--- src/rtl/int_to_float_if.sv ---
// Handshake and data bundle between a requester and the int_to_float converter.
// The master drives the request; the slave (converter) drives the result and status.
interface int_to_float_if;
    logic        start;
    logic [31:0] in_int;
    logic [31:0] Out;
    logic        busy;
    logic        done;
    logic [7:0]  shift;

    modport master (
        output start,
        output in_int,
        input  Out,
        input  busy,
        input  done,
        input  shift
    );

    modport slave (
        input  start,
        input  in_int,
        output Out,
        output busy,
        output done,
        output shift
    );
endinterface

--- src/rtl/int_to_float.sv ---
// Signed 32-bit integer to IEEE-754 single-precision converter.
// Normalises one bit per cycle, then rounds to nearest, ties to even.
module int_to_float (
    input  logic          clk,
    input  logic          rst,
    int_to_float_if.slave bus
);

    typedef enum logic [1:0] {StIdle, StNorm, StRound} state_e;

    state_e      state_q, state_d;
    logic [31:0] mag_q, mag_d;
    logic        sign_q, sign_d;
    logic [4:0]  cnt_q, cnt_d;
    logic [31:0] out_q, out_d;
    logic [7:0]  shift_q, shift_d;
    logic        done_q, done_d;

    logic [31:0] abs_in;
    logic [22:0] mant;
    logic        guard;
    logic        sticky;
    logic        round_up;
    logic [23:0] mant_sum;
    logic [7:0]  exp_val;

    // -2^31 negates to itself, which is exactly the unsigned magnitude 0x80000000.
    assign abs_in = bus.in_int[31] ? (~bus.in_int + 32'd1) : bus.in_int;

    assign mant     = mag_q[30:8];
    assign guard    = mag_q[7];
    assign sticky   = |mag_q[6:0];
    assign round_up = guard & (sticky | mant[0]);
    assign mant_sum = {1'b0, mant} + {23'd0, round_up};
    // Carry out of the mantissa leaves it all-zero and bumps the exponent.
    assign exp_val  = 8'd158 - {3'd0, cnt_q} + {7'd0, mant_sum[23]};

    always_comb begin
        state_d = state_q;
        mag_d   = mag_q;
        sign_d  = sign_q;
        cnt_d   = cnt_q;
        out_d   = out_q;
        shift_d = shift_q;
        done_d  = 1'b0;
        case (state_q)
            StIdle: begin
                if (bus.start) begin
                    sign_d = bus.in_int[31];
                    mag_d  = abs_in;
                    cnt_d  = 5'd0;
                    if (abs_in != 32'd0) begin
                        state_d = StNorm;
                    end else begin
                        out_d   = 32'd0;
                        shift_d = 8'd0;
                        done_d  = 1'b1;
                    end
                end
            end
            StNorm: begin
                if (mag_q[31]) begin
                    state_d = StRound;
                end else begin
                    mag_d = mag_q << 1;
                    cnt_d = cnt_q + 5'd1;
                end
            end
            StRound: begin
                out_d   = {sign_q, exp_val, mant_sum[22:0]};
                shift_d = {3'd0, cnt_q};
                done_d  = 1'b1;
                state_d = StIdle;
            end
            default: state_d = StIdle;
        endcase
    end

    always_ff @(posedge clk) begin
        if (rst) begin
            state_q <= StIdle;
            mag_q   <= 32'd0;
            sign_q  <= 1'b0;
            cnt_q   <= 5'd0;
            out_q   <= 32'd0;
            shift_q <= 8'd0;
            done_q  <= 1'b0;
        end else begin
            state_q <= state_d;
            mag_q   <= mag_d;
            sign_q  <= sign_d;
            cnt_q   <= cnt_d;
            out_q   <= out_d;
            shift_q <= shift_d;
            done_q  <= done_d;
        end
    end

    assign bus.Out   = out_q;
    assign bus.shift = shift_q;
    assign bus.done  = done_q;
    assign bus.busy  = (state_q != StIdle);

endmodule

--- src/flat_wrapper.sv ---
// flat-port wrapper written by rule: the top's interface ports become plain ports
module int_to_float_flat 
  (clk, rst, bus_start, bus_in_int, bus_Out, bus_busy, bus_done, bus_shift);
  int_to_float_if bus_i ();
  input  logic clk;
  input  logic rst;
  input wire logic [$bits(bus_i.start)-1:0] bus_start;
  input wire logic [$bits(bus_i.in_int)-1:0] bus_in_int;
  output wire logic [$bits(bus_i.Out)-1:0] bus_Out;
  output wire logic [$bits(bus_i.busy)-1:0] bus_busy;
  output wire logic [$bits(bus_i.done)-1:0] bus_done;
  output wire logic [$bits(bus_i.shift)-1:0] bus_shift;
  assign bus_i.start = bus_start;
  assign bus_i.in_int = bus_in_int;
  assign bus_Out = bus_i.Out;
  assign bus_busy = bus_i.busy;
  assign bus_done = bus_i.done;
  assign bus_shift = bus_i.shift;
  int_to_float u_core (.clk(clk), .rst(rst), .bus(bus_i));
endmodule
--- config.mk ---
export PLATFORM = sky130hd
export DESIGN_NAME = int_to_float_flat
export DESIGN_NICKNAME = d
export VERILOG_FILES = /design/src/rtl/int_to_float_if.sv /design/src/rtl/int_to_float.sv /design/src/flat_wrapper.sv
export SDC_FILE = /design/constraint.sdc
export NUM_CORES = 1
export LEC_CHECK = 0
export ABC_AREA = 0
export CORE_ASPECT_RATIO = 0.9
export CORE_MARGIN = 5
export CORE_UTILIZATION = 38
export CTS_CLUSTER_DIAMETER = 30
export CTS_CLUSTER_SIZE = 14
export DETAILED_ROUTE_END_ITERATION = 12
export PLACE_DENSITY_LB_ADDON = 0.2
export SKIP_CTS_REPAIR_TIMING = 1
export SLEW_MARGIN = 20
export SYNTH_ARGS = -nofsm -noshare
export SYNTH_HDL_FRONTEND = slang
export SYNTH_SLANG_ARGS = --single-unit
--- constraint.sdc ---
create_clock -name clk -period 4.39 [get_ports clk]
set_input_delay 0.6585 -clock clk [delete_from_list [all_inputs] [get_ports clk]]
set_output_delay 0.6585 -clock clk [all_outputs]
set_load 0.02 [all_outputs]
==> results.txt <==
- Max-cap violations in this run came to 0.
- Counting the buffers created by CTS gives 9.
- Data arrives at the worst endpoint at 4.19 ns.
- Mapped Cells: 635
- CP max FO: 21
* Clock net sink count: 78
* Die Wd: 131 µm
- The detail route stage leaves a number of antenna-violating nets equal to 0.
- At the end of the flow the core is filled with cells to 0.488.
- After detailed routing, the average wire length per cell comes to 16.1 µm.
* Core Rows: 39
- The tightest hold path in the finished design has a slack of 0.464 ns.
* Maximum clock frequency: 250 MHz
- Summing every instance area after synthesis gives 5030 µm².
- After synthesis, the mean cell area works out to 7.92 µm².
- Largest area contributor in the netlist: sky130_fd_sc_hd__dfxtp_1
- In this run the clock root is driven by a sky130_fd_sc_hd__clkbuf_16.
- In this run the tightest slew margin relative to its limit is 0.343.
- Detailed placement finished with a half-perimeter wire length of 10.5 mm.
- Share of synthesized area occupied by flip-flops and latches: 0.310
- Vertical die dimension: 119 µm
- Area inside the core boundary: 12800 µm²
- Total placed instance area: 5990 µm²
- Routability cong.: 0.912
- The worst hold path was traced through 2 stages.
* Detail-routed via count per cell: 5.69
- Antenna violations before repair: 0
* CTS tree: done
* Floorplan die area: 15600 µm²
- Reported leakage power: 2.14 nW
* Maximum number of pins on one net before global-route repair: 55
* Critical path type: input pin to register
- Required time reported for the critical path endpoint: 4.58 ns
- STA classifies the critical path startpoint as an input pin.
- Most used flip-flop cell after synthesis: sky130_fd_sc_hd__dfxtp_1
* Post-layout minimum cycle time: 4.00 ns
* Worst Skew: 0.00749 ns
* Setup slack after layout: 0.391 ns
* Share of async-settable or async-resettable flops after synthesis: 0
* Post-synth EDFFs: 0
- 77 I/O pins were placed.
- Path type of the worst min-delay path: register to register
- Run status: completed
- Pwr dens: 287 nW/µm²
- Clock buffer depth: 2
* Setup repair after global routing missed its margin: no
- Violation count after the first detailed-routing iteration: 283
- Summed over all layers, the routed wires come to 14.0 mm.
* Fraction of final layout cells with drive strength greater than 1: 0.124
- Overall fraction of global-route tracks in use: 0.172
- Vias in the first global route: 4652
- Number of cells on the worst reg-to-reg path: 10
- The H-tree was split into 3 levels.
* Wire length of the first global-routing pass: 23.3 mm
* Endpoints failing hold: 0
- Vias: 4931
- Flip-flop and latch count after synthesis: 78
* Global route total overflow: 0
* Number of setup violations in the final report: 0
* Final Slew Violations: 0
* Pre-Repair DR Iteration Count: 5
- During synthesis, Yosys emitted a total of 0 warnings.
- For the pin with the worst max-slew slack, the measured transition is 0.985 ns.
- Compared with the post-synthesis result, the final layout area differs by 24.6%.
- After clock tree synthesis, the clock-pin slew on the worst setup and hold paths is 0.06 ns.
* Final clock period utilization by the worst path: 0.911
- Initial Util: 0.392
- Setup TNS: 0 ns
- In the final design database the tool counted 738 nets.
- The number of different library cells used by synthesis comes to 61.
* Number of buffer cells added on primary ports: 73
- Ranked by total cell area, the synthesized netlist is headed by sky130_fd_sc_hd__dfxtp_1 (31%), sky130_fd_sc_hd__nor2_1 (5.1%), sky130_fd_sc_hd__o22ai_2 (5.0%), sky130_fd_sc_hd__nand3_1 (4.9%), sky130_fd_sc_hd__xor2_1 (4.9%).
- The number of antenna diodes in the final layout is 0.
- After routing the design area is 6270 µm².
- Worst VDD drop: 0.281 mV
- OpenSTA, run right after detailed placement, puts the worst setup slack at 0.0559 ns.
* Count of unresolved DRC violations after routing: 0
- Fraction of post-synthesis cell area in the top cell type by area: 0.310
- Filler Cells Inserted: 1247
* Type of destination of the critical path: register
* Clk Latency, worst-skew pair: 0.32 ns
## layout by cell type, fill, tap and decap left out, drive strengths merged, types with 8 or more instances in the layout
cell type,synthesis,routed
nor3,18,18
and3,11,11
o22ai,20,20
nand2,50,50
dfxtp,78,78
xor2,28,28
nand3,49,49
a32oi,9,9
nand4,13,13
o21ai,26,26
nor2b,14,14
a21oi,23,23
o41ai,9,9
or4,10,10
buf,11,33
clkdlybuf4s50,0,72
nor2,68,68
a221oi,15,15
xnor2,24,24
clkbuf,44,12
inv,7,8
nor4,15,15
a22oi,10,10
## kinds of logic (layout without fill, tap and decap cells)
logic type                 count (synthesis)  count (layout)  share of synthesized area
other                                      1               3                   0.000745
buffers and inverters                     62             128                     0.0545
adders and majority gates                  5               5                     0.0124
DFF                                       78              78                      0.310
AOI/OAI and AO/OA                        150             150                      0.231
and+or+nand+nor                          285             285                      0.296
muxes                                      2               2                    0.00423
xor gates and xnor gates                  52              52                     0.0905
## where the power goes
part           internal [mW]  switching [mW]
logic                  0.141           0.193
registers              0.743          0.0438
clock network          0.401           0.280
## registers in the layout (all words and copies together), names as in the netlist
| register | flops |
|---|---|
| u_core.sign_q | 1 |
| u_core.cnt_q | 5 |
| u_core.bus.done | 1 |
| u_core.bus.shift | 5 |
| u_core.state_q | 2 |
| u_core.mag_q | 32 |
| u_core.bus.Out | 32 |
## synthesized netlist by cell type (all sizes together), types with 13 or more instances
library cell / n
o21ai: 26
o22ai: 20
nand2: 50
nand4: 13
nor2: 68
a21oi: 23
a221oi: 15
nor3: 18
xnor2: 24
nor2b: 14
nand3: 49
nor4: 15
clkbuf: 44
xor2: 28
dfxtp: 78
## worst max-delay path, cell delays in order
cell                              delay, ns
sky130_fd_sc_hd__clkdlybuf4s50_1       0.46
sky130_fd_sc_hd__inv_1                 0.08
sky130_fd_sc_hd__ha_1                  0.15
sky130_fd_sc_hd__or4b_4                0.50
sky130_fd_sc_hd__or4_4                 0.51
sky130_fd_sc_hd__or4_4                 0.50
sky130_fd_sc_hd__o211ai_2              0.20
sky130_fd_sc_hd__nand2_1               0.07
sky130_fd_sc_hd__or4_4                 0.56
sky130_fd_sc_hd__nor3_4                0.16
sky130_fd_sc_hd__buf_12                0.21
sky130_fd_sc_hd__o21ai_0               0.11
## area by class of cell
| class | count | area [µm²] | share of cell area |
|---|---|---|---|
| multi-input cells | 497 | 3210 | 0.511 |
| flip-flops and latches | 78 | 1560 | 0.249 |
| repair buffers | 105 | 991 | 0.158 |
| clock buffers | 12 | 246 | 0.0393 |
| well taps | 164 | 205 | 0.0327 |
| clock inverters | 4 | 31.3 | 0.00499 |
| inverters | 7 | 26.3 | 0.00419 |
## stage by stage
step / total power, mW / instances
finish: 1.80 / 867
global route: 1.89 / 867
CTS: 1.81 / 867
detailed placement: 1.13 / 851
global placement: 1.13 / 851
floorplan: 1.01 / 637
## per-layer routing
metal  share of wire  vias to the layer above  GRT usage
met5               0                        -          0
met4          0.0067                        0     0.0257
met3           0.052                        7     0.0320
met2            0.42                      138      0.264
met1            0.52                     2303      0.255
li1                -                     2483          -
## path summary, 6_finish.rpt
check | to | from | slack (ns)
max | u_core.bus.Out[29] | bus_in_int[1] | 0.39
min | u_core.sign_q | u_core.sign_q | 0.46
max reg2reg | u_core.bus.Out[27] | u_core.mag_q[11] | 1.50
min reg2reg | u_core.sign_q | u_core.sign_q | 0.46
(Power assumes the default switching activity.)
